$ cat config.mk
export PLATFORM = sky130hd
export DESIGN_NAME = video_coord_source
export DESIGN_NICKNAME = d
export VERILOG_FILES = /design/src/rtl/video_coord_source.sv
export SDC_FILE = /design/constraint.sdc
export NUM_CORES = 1
export LEC_CHECK = 0
export ABC_AREA = 1
export CORE_UTILIZATION = 57
export CTS_BUF_LIST = sky130_fd_sc_hd__clkbuf_4 sky130_fd_sc_hd__clkbuf_8
export DETAILED_ROUTE_END_ITERATION = 12
export PLACE_DENSITY = 0.89
export SLEW_MARGIN = 20
export SYNTH_ARGS = -nofsm -noshare
export SYNTH_HDL_FRONTEND = slang
export SYNTH_SLANG_ARGS = --single-unit
$ cat constraint.sdc
create_clock -name clk -period 3.05 [get_ports clk]
set_clock_uncertainty 0.15 [all_clocks]
set_input_delay 0.4575 -clock clk [delete_from_list [all_inputs] [get_ports clk]]
set_output_delay 0.4575 -clock clk [all_outputs]
set_load 0.02 [all_outputs]
$ cat src/rtl/video_coord_source.sv
// rtl/video_coord_source.sv - packetised pixel stream to (x,y)-tagged pixels with 2-entry skid buffer
// Optional CTRL_PKT_FILTER_EN: sop beat is a control header; non-zero types are dropped to eop.
module video_coord_source #(
    parameter int IMAGE_W = 640,
    parameter int IMAGE_H = 480,
    parameter int CW      = 11
) (
    input  logic          clk,
    input  logic          rst,
    input  logic [23:0]   in_data,
    input  logic          in_valid,
    input  logic          in_sop,
    input  logic          in_eop,
    output logic          in_ready,
    output logic [7:0]    out_r,
    output logic [7:0]    out_g,
    output logic [7:0]    out_b,
    output logic [CW-1:0] out_x,
    output logic [CW-1:0] out_y,
    output logic          out_sof,
    output logic          out_eof,
    output logic          out_valid,
    input  logic          out_ready,
    output logic [15:0]   frame_cnt,
    output logic          frame_err
);

    localparam int WW = 24 + 2*CW + 2;
    localparam logic [CW-1:0] X_LAST = CW'(IMAGE_W - 1);
    localparam logic [CW-1:0] Y_LAST = CW'(IMAGE_H - 1);

    typedef enum logic [1:0] {
        S_IDLE,
        S_ACTIVE,
        S_OVERRUN
`ifdef CTRL_PKT_FILTER_EN
        , S_DROP
`endif
    } state_t;

    state_t          state_q, state_d;
    logic [CW-1:0]   x_q, x_d, y_q, y_d;
    logic            init_q;
    logic [WW-1:0]   out_q, out_d, skid_q, skid_d;
    logic            out_valid_q, out_valid_d, skid_valid_q, skid_valid_d;
    logic            err_q, err_d;
    logic [15:0]     cnt_q, cnt_d;

    logic            acc, pop, emit, is_last;
    logic [CW-1:0]   cx, cy;
    logic [WW-1:0]   push_word;

    assign in_ready = init_q && !skid_valid_q;
    assign acc      = in_valid && in_ready;
    assign pop      = out_valid_q && out_ready;

    always_ff @(posedge clk or negedge rst) begin
        if (!rst) begin
            state_q      <= S_IDLE;
            x_q          <= '0;
            y_q          <= '0;
            init_q       <= 1'b0;
            out_q        <= '0;
            out_valid_q  <= 1'b0;
            skid_q       <= '0;
            skid_valid_q <= 1'b0;
            err_q        <= 1'b0;
            cnt_q        <= '0;
        end else begin
            state_q      <= state_d;
            x_q          <= x_d;
            y_q          <= y_d;
            init_q       <= 1'b1;
            out_q        <= out_d;
            out_valid_q  <= out_valid_d;
            skid_q       <= skid_d;
            skid_valid_q <= skid_valid_d;
            err_q        <= err_d;
            cnt_q        <= cnt_d;
        end
    end

    // cx/cy is the coordinate the accepted beat is emitted at; a sop restarts it at (0,0).
    always_comb begin
        state_d = state_q;
        x_d     = x_q;
        y_d     = y_q;
        cx      = x_q;
        cy      = y_q;
        emit    = 1'b0;
        err_d   = 1'b0;
        is_last = 1'b0;
        if (acc) begin
            case (state_q)
                S_IDLE, S_ACTIVE: begin
                    if (in_sop) begin
                        err_d = (state_q == S_ACTIVE);
`ifdef CTRL_PKT_FILTER_EN
                        x_d = '0;
                        y_d = '0;
                        if (in_eop)
                            state_d = S_IDLE;
                        else if (in_data[3:0] == 4'd0)
                            state_d = S_ACTIVE;
                        else
                            state_d = S_DROP;
`else
                        cx   = '0;
                        cy   = '0;
                        emit = 1'b1;
`endif
                    end else if (state_q == S_ACTIVE) begin
                        emit = 1'b1;
                    end
                end
                S_OVERRUN: if (in_eop) state_d = S_IDLE;
`ifdef CTRL_PKT_FILTER_EN
                S_DROP:    if (in_eop) state_d = S_IDLE;
`endif
                default:   state_d = S_IDLE;
            endcase
            if (emit) begin
                is_last = (cx == X_LAST) && (cy == Y_LAST);
                if (in_eop) begin
                    state_d = S_IDLE;
                    if (!is_last) err_d = 1'b1;
                end else if (is_last) begin
                    state_d = S_OVERRUN;
                    err_d   = 1'b1;
                end else begin
                    state_d = S_ACTIVE;
                    if (cx == X_LAST) begin
                        x_d = '0;
                        y_d = cy + CW'(1);
                    end else begin
                        x_d = cx + CW'(1);
                        y_d = cy;
                    end
                end
            end
        end
    end

    assign push_word = {in_data, cx, cy, (cx == '0) && (cy == '0), is_last};

    // Skid register only fills while the output register is stalled; it drains first.
    always_comb begin
        out_d        = out_q;
        out_valid_d  = out_valid_q;
        skid_d       = skid_q;
        skid_valid_d = skid_valid_q;
        cnt_d        = cnt_q + ((pop && out_q[0]) ? 16'd1 : 16'd0);
        if (!out_valid_q || out_ready) begin
            if (skid_valid_q) begin
                out_d        = skid_q;
                out_valid_d  = 1'b1;
                skid_valid_d = 1'b0;
            end else begin
                out_valid_d = emit;
                if (emit) out_d = push_word;
            end
        end else if (emit) begin
            skid_d       = push_word;
            skid_valid_d = 1'b1;
        end
    end

    assign out_r     = out_q[WW-1 -: 8];
    assign out_g     = out_q[WW-9 -: 8];
    assign out_b     = out_q[WW-17 -: 8];
    assign out_x     = out_q[2*CW+1 -: CW];
    assign out_y     = out_q[CW+1 -: CW];
    assign out_sof   = out_q[1];
    assign out_eof   = out_q[0];
    assign out_valid = out_valid_q;
    assign frame_cnt = cnt_q;
    assign frame_err = err_q;

endmodule

# Word-level counts from Yosys, hierarchy flattened
# Cells that the tools add are included.
[word_totals] ff_bits=140 in_bits=30 out_inout_bits=67 elab_cells=76
[classes] add_sub_neg=3 eq_ne=6 n_mux=35 n_bitwise=3 reduce_logical=19
[ops] operator="$mux W11" n=10
[ops] operator="$mux W48" n=2
[ops] operator="$add A11 B1 Y11 const B" n=2
[ops] operator="$logic_not A11 Y1" n=2
[ops] operator="$mux W1" n=18
[ops] operator="$add A16 B1 Y16" n=1
[ops] operator="$eq A11 B10 Y1 const B" n=1
[ops] operator="$eq A11 B9 Y1 const B" n=1
[ops] operator="$mux W2" n=4
[ops] operator="$logic_and A1 B1 Y1" n=6
[ops] operator="$pmux W2 S2" n=1
[ops] operator="$reduce_and A2 Y1" n=2
[ops] operator="$reduce_and A4 Y1" n=1
[ops] operator="$reduce_bool A2 Y1" n=2
[ops] operator="$ne A3 B3 Y1 const B" n=1
[ops] operator="$not A1 Y1" n=3
[ops] operator="$reduce_and A3 Y1" n=1
[ops] operator="$eq A2 B1 Y1 const B" n=1
[ops] operator="$eq A2 B2 Y1 const B" n=1
[ops] operator="$logic_not A1 Y1" n=2
[ops] operator="$logic_not A2 Y1" n=1
[ops] operator="$ne A2 B2 Y1 const B" n=1
[ops] operator="$reduce_or A2 Y1" n=1
[ops] operator="$logic_or A1 B1 Y1" n=1

# Logic depth before layout (Yosys ltp)
[logic_depth] word_depth=10 mapped_depth=15 ltp_nobuf=14

# Least setup slack after synthesis
# Ideal clock, no wire load.
[synth_timing] kind="input port to flip-flop" start="input port in_sop" end="register x_q[3]" setup_time_ps=65 arrival_time_ps=1951 required_ps=2835 slack_ps=884 stages=12 n_path_buf=1 path_cell_list="inv_1 > nor2_1 > nor2_1 > ha_1 > inv_1 > nor2_2 > nand3_2 > nor2_4 > nor3_2 > clkbuf_1 > nand2_1 > nand2_1"
[synth_via] elab_chain_cells=7 word_cells_on_any_way=16 classes_between="add/sub (1); eq/ne (2); mux (10); bitwise (1); reduce/logical (2)"
[synth_rtl] element="start: declaration" line_no="12" text="input logic in_sop,"
[synth_rtl] element="branches (longest 7 deep; another with $add A11 B1 Y11)"
[synth_rtl] element="end signal: assignment" line_no="60" text="x_q <= '0;"
[synth_rtl] element="end signal: assignment" line_no="71" text="x_q <= x_d;"
[synth_rtl] element="end: declaration" line_no="42" text="logic [CW-1:0] x_q, x_d, y_q, y_d;"
# Several ways; the timed one is not identified. The select of a mux whose other input is x is not followed.
# A chain may end at the register's enable or synchronous reset.

# Final worst setup path
[layout_timing] start="input port in_sop" end="register x_q[4]"
# Same word-level chain as after synthesis.

==> flow_summary.toml <==
[pwr]
leakage_nw = 4.20
p_total_w = 0.00531
powerDensity_nw_per_um2 = 632
max-vdd-ir-drop_mv = 0.299

[timing]
final.setup.tns_ns = 0
rsz0062_at_grt = "no"
relSlewSlack_pct = 53.7
maxClockFrequency_ghz = 0.389
setup_viol = 0
slew_viol_final = 0
tightest_slew_ns = 0.695
period_share_pct = 84.2
hold_viol_final = 0
period_needed_ns = 2.57

[critical_path]
required_ns = 3.24
r2r_cells = 11
start_kind = "input pin"
reg2reg_from = "state_q[1]"
critPathKind = "in -> reg"
cp_max_fo = 23
r2r_slack_ns = 0.66
cp.arrival_ns = 2.76
r2r-end = "x_q[4]"
crit_path_end_kind = "flip-flop"

[yosys]
post-synth-top-count-cell = "nand2_1"
yosysTopAreaCell = "dfrtp_1"
yosysWarningCount = 0
synth_common_cells = "nand2_1 (361), dfrtp_1 (140), nor2_1 (107)"
synth-seq-cells = 140
ys_seq_area_share_pct = 50.9
syn_inst = 898
ys_types = 28
syn_nets = 932
synth.area.top_cells = "dfrtp_1 (51%), nand2_1 (20%), nor2_1 (5.8%)"
ys.flop_type = "dfrtp_1"
ys_async_sr_fraction_pct = 100
syn_area_um2 = 6880
avgSynthCellArea_um2 = 7.66
synth_edf_count = 0
synth.top_cell.area_share_pct = 50.9

[cts]
cts_tree = "built"
h-tree-depth = 4
clock-sinks = 140
ctsResizeCount = 0
clock_path_buffers = 2
clk_latency_ns = 0.45
cts_buffers = 17
clockRootBuffer = "clkbuf_8"
path_clk_slew_ns = 0.07

[global_route]
grt_use_total_pct = 28.3
grt_pass1_wl_mm = 28.0
antenna_found_initial = 0
grt_overflow = 0
first_global_vias = 5820
grt_max_degree = 77

[floorplan]
core-area_um2 = 11600
dieHeight_um = 112
die_width_um = 112
dieArea_um2 = 12500
rows = 39
io_pins = 97
start_util_pct = 59.5

[min_path]
hold_depth = 2
hold_path_end = "skid_q[42]"
worstHoldStart = "skid_q[42]"
hold_class = "reg -> reg"

[drt]
via_count = 6183
firstDrtPassIters = 9
drtIter0Drc = 597
ant_nets = 0
wl_per_cell_um = 14.8
vias_per_cell = 5.41
drc = 12
drt-total-wl_mm = 16.9

[final_layout]
drive_above_1_share_pct = 6.80
final_area_um2 = 8410
synthToLayoutAreaGrowth_pct = 22.3
final_nets = 1021
fill_cells = 879
antenna_cells = 0
instances_no_fill = 1143
multi_input_area_um2 = 2940
regArea_um2 = 3500

[outcome]
status = "finished with violations"
violations = "DRC"

[placement]
gp_congestion = 0.982
place_area_um2 = 8000
dpl.hpwl_mm = 11.2
portBuffers = 96
dpl.cell_count = 1110

[job]
drv_cap = 0
[final cells by class]
class	instances	share of cell area [%]
Tap cell	143	2.13
Multi-Input combinational cell	654	35.0
Timing Repair Buffer	113	13.7
Clock inverter	9	1.32
Clock buffer	23	3.47
Sequential cell	140	41.7
Inverter	61	2.72
[cells in the final DEF, fill, tap and decap left out, drive strengths merged]
cell type        n
xnor2            8
o22ai           10
nor3             3
clkdlybuf4s50   95
a31oi           24
xor2            14
dfrtp          140
nand3b           1
dlygate4sd3      1
nand4           12
nand3           35
nor2           112
nor3b            1
buf             17
clkinv           3
o21ai           21
conb             1
ha               4
clkinvlp         2
bufinv           2
a21oi           45
nand2          363
inv             63
clkbuf          23
[worst max path at each step]
stage | to | start | slack, ns
CTS | y_q[10] | in_sop | 0.49
global placement | y_q[3] | in_sop | 0.17
floorplan | x_q[3] | in_sop | 0.88
global route | x_q[5] | in_sop | 0.34
finish | x_q[4] | in_sop | 0.48
detailed placement | y_q[10] | in_sop | 0.02
[kinds of logic after synthesis]
group	Yosys count	synth area share (%)
compound gates	100	7.89
xor+xnor	22	2.80
fa+ha+maj	4	0.728
buf+inv	104	6.37
flops	140	50.9
other cells	1	0.0545
simple gates	527	31.2
[flip-flops by register name (all words and copies together) (netlist names)]
register / flops
frame_cnt: 16
out_valid: 1
out_q: 48
skid_q: 48
frame_err: 1
state_q: 2
x_q: 11
y_q: 11
init_q: 1
skid_valid_q: 1
[stage by stage]
stage	worst slack (ns)	util, %	hold WS (ns)
floorplan	0.884	-	0.0119
global placement	0.166	69.2	0.303
detailed placement	0.0181	69.2	0.309
CTS	0.487	72.7	0.327
global route	0.335	72.7	0.340
finish	0.482	72.7	0.326
[per-layer routing]
metal	global-route usage [%]	wire length (µm)	share of wire, %	vias up
li1	-	-	-	3017
met1	37.5	7330	43	2921
met2	46.4	8150	48	205
met3	5.72	987	5.8	40
met4	10.5	405	2.4	0
met5	0	0	0	-
[what timing repair did]
action | in CTS | in global routing
hold buffers | 1 | 0
endpoints found under the hold margin | 74 | 0
setup buffers | 0 | 0
[worst max-delay path, stage by stage]
cell and delay, ns:
clkdlybuf4s50_1 0.55, inv_1 0.06, nor2_1 0.38, nor2_1 0.12, ha_1 0.26, inv_1 0.10, nor2_2 0.08, nand3_2 0.09
nor2_4 0.05, nor2_1 0.19, nand2_4 0.22, nand2_1 0.12, nand2_1 0.06
[report_power, final]
part	leakage, nW	internal (W)	switching [W]
clock	0.205	0.000809	0.000699
combinational	2.22	0.000620	0.000758
sequential	1.77	0.00220	0.000221
No activity file was read; power rests on OpenSTA's default activity.
==> variant (same settings) <==
Build with the macro `CTRL_PKT_FILTER_EN` defined.
--- a/src/rtl/video_coord_source.sv
+++ b/src/rtl/video_coord_source.sv
@@ -1,5 +1,7 @@
 // rtl/video_coord_source.sv - packetised pixel stream to (x,y)-tagged pixels with 2-entry skid buffer
 // Optional CTRL_PKT_FILTER_EN: sop beat is a control header; non-zero types are dropped to eop.
+`define CTRL_PKT_FILTER_EN
+
 module video_coord_source #(
     parameter int IMAGE_W = 640,
     parameter int IMAGE_H = 480,
Check against the original RTL: not equivalent (Yosys sat finds a counterexample within 4 cycles, from zero or initial values and one cycle with rst low).
==> variant against the original RTL <==
Sequential share of layout area up 2.8 points. Area after synthesis fell by 6.7%. Total power rose by 9.6%. Register-to-register slack worse by 0.04 ns. Sequential cell count is the same. Wire length down 6.5%. Final cell count fell by 17%. Global-route usage increased by 0.92 points. First-iteration DRC count decreased by 18%. Worst setup slack better by 0.087 ns. Die area down 6.6%. Cell area fell by 6.2%. Combinational power up 28%. Critical endpoint is now frame_cnt[14]. Highest routed layer unchanged.
==> variant: results (changes against the original RTL) <==
- Outcome: complete, no violations
- CTS HTree Levels: 4 (unchanged)
- Worst path max stage delay: 0.49 ns (-0.06 ns)
- Drt wl/cell: 16.5 µm (+12%)
- Ant diodes: 0 (unchanged)
- TritonCTS Buffers: 17 (unchanged)
- Commonest cells in the netlist: nand2_1, dfrtp_1, nor2_1
- Peak supply drop: 447 µV (+49%)
- 1st-iter DRT viols: 492 (-18%)
- YS warnings: 0 (unchanged)
- CTS Root Cell: clkbuf_8
- Initial antenna violation count: 0 (unchanged)
- Ranking of synthesized cells by area: dfrtp_1, nand2_1, a31oi_1
- Via count: 5459 (-12%)
- CP max stage cell: clkdlybuf4s50_1
- Vias in the first global route: 5443 (-6.5%)
- GPL Wtd Cong: 0.886 (-9.8%)
- First-pass GRT wire length: 26.1 mm (-6.8%)
- Longest Clk Path Bufs: 2 (unchanged)
- Layout net count: 838 (-18%)
- Leakage: 3.67 nW (-13%)
- Placed Instance Area: 7450 µm² (-6.8%)
- Total global-route track usage: 29.3% (+0.92 points)
- Maximum fanout along the worst path: 3 (-87%)
- Buffers on Ports: 96 (unchanged)
- Sequential fraction of the synthesis area: 54.6% (+3.7 points)
- Reg clk slew, reported paths: 0.08 ns
- TritonRoute pass-1 iters: 7 (-2)
- Post-synth ARST share: 100% (unchanged)
- Net Count, Synth: 748 (-20%)
- Layout cells sized above 1: 10.4% (+3.6 points)
- Number of fill cells in the layout: 782 (-11%)
- Largest net degree at the start of global routing: 61 (-21%)
- Worst Hold Class: reg -> reg
- Netlist cell types: 34 (+21%)
- Post-CTS resize count: 0 (unchanged)
- Final HPWL DP: 10.5 mm (-6.3%)
- Rel. slew slack: 59.4% (+5.7 points)
- Clk_lat worst skew: 0.44 ns
## variant: final timing paths
path / slack [ns] / cells past startpoint / start / to
worst max-delay path: 0.57 / 11 / out_ready / frame_cnt[14]
worst min-delay path: 0.34 / 2 / skid_q[10] / skid_q[10]
worst max register to register: 0.62 / 10 / out_q[0] / frame_cnt[14]
worst min register to register: 0.34 / 2 / skid_q[10] / skid_q[10]
max in group asynchronous: 1.59 / 3 / rst / state_q[0]
min in group asynchronous: 0.37 / 2 / rst / frame_cnt[2]
## variant: where the power goes
| part | internal (W) | leakage (nW) | switching, W |
|---|---|---|---|
| Combinational | 0.000806 | 1.61 | 0.000949 |
| Sequential | 0.00221 | 1.85 | 0.000250 |
| Clock | 0.000912 | 0.206 | 0.000692 |
| Total | 0.00393 | 3.67 | 0.00189 |
## variant: kinds of logic (layout without fill, tap and decap cells)
logic type               count (synthesis)  after routing  synth area share (%)
other                                    1              1                0.0584
AO/OA/AOI/OAI                          112            112                  9.73
adder cells (fa/ha/maj)                  6              6                  1.17
multiplexers                            26             26                  4.54
flip-flops                             140            140                  54.6
buffers and inverters                   87            189                  6.32
AND/OR/NAND/NOR                        321            321                  21.0
XOR/XNOR                                19             19                  2.59
## variant: cell type report
| cell class | instances | area [µm²] | area share [%] |
|---|---|---|---|
| flip-flops and latches | 140 | 3500 | 44.4 |
| multi-input cells | 485 | 2510 | 31.8 |
| repair buffers | 107 | 1080 | 13.8 |
| clock buffers | 20 | 256 | 3.25 |
| inverters | 51 | 191 | 2.43 |
| well taps | 140 | 175 | 2.22 |
| clock inverters | 11 | 169 | 2.14 |
## variant: worst max-delay path, delay by kind of cell
family                     cells  cell delay, ns
xor gates and xnor gates       1            0.20
adders and majority gates      2            0.46
buffers and inverters          1            0.49
and+or+nand+nor                7            1.07
## variant: through the flow
stage	worst slack [ns]	power, W	instances	hold slack [ns]	util, %
after global placement	0.413	0.00416	922	0.266	68.5
after CTS	0.602	0.00584	954	0.341	72.5
after global routing	0.416	0.00610	954	0.358	72.5
after floorplan	1.01	0.00334	712	0.0119	-
final	0.569	0.00582	954	0.337	72.5
after detailed placement	0.144	0.00423	922	0.272	68.5
## variant: layer usage
metal / share of wire, % / track usage, % / up-vias
met2: 49 / 47.5 / 246
met4: 3.4 / 14.3 / 0
met1: 41 / 37.4 / 2649
met5: 0 / 0 / -
met3: 6.7 / 6.21 / 57
li1: - / - / 2507
## variant: timing repair
action                    in CTS  in global routing
hold buffers                   1                  0
hold endpoints to repair      49                  0
setup buffers                  0                  0
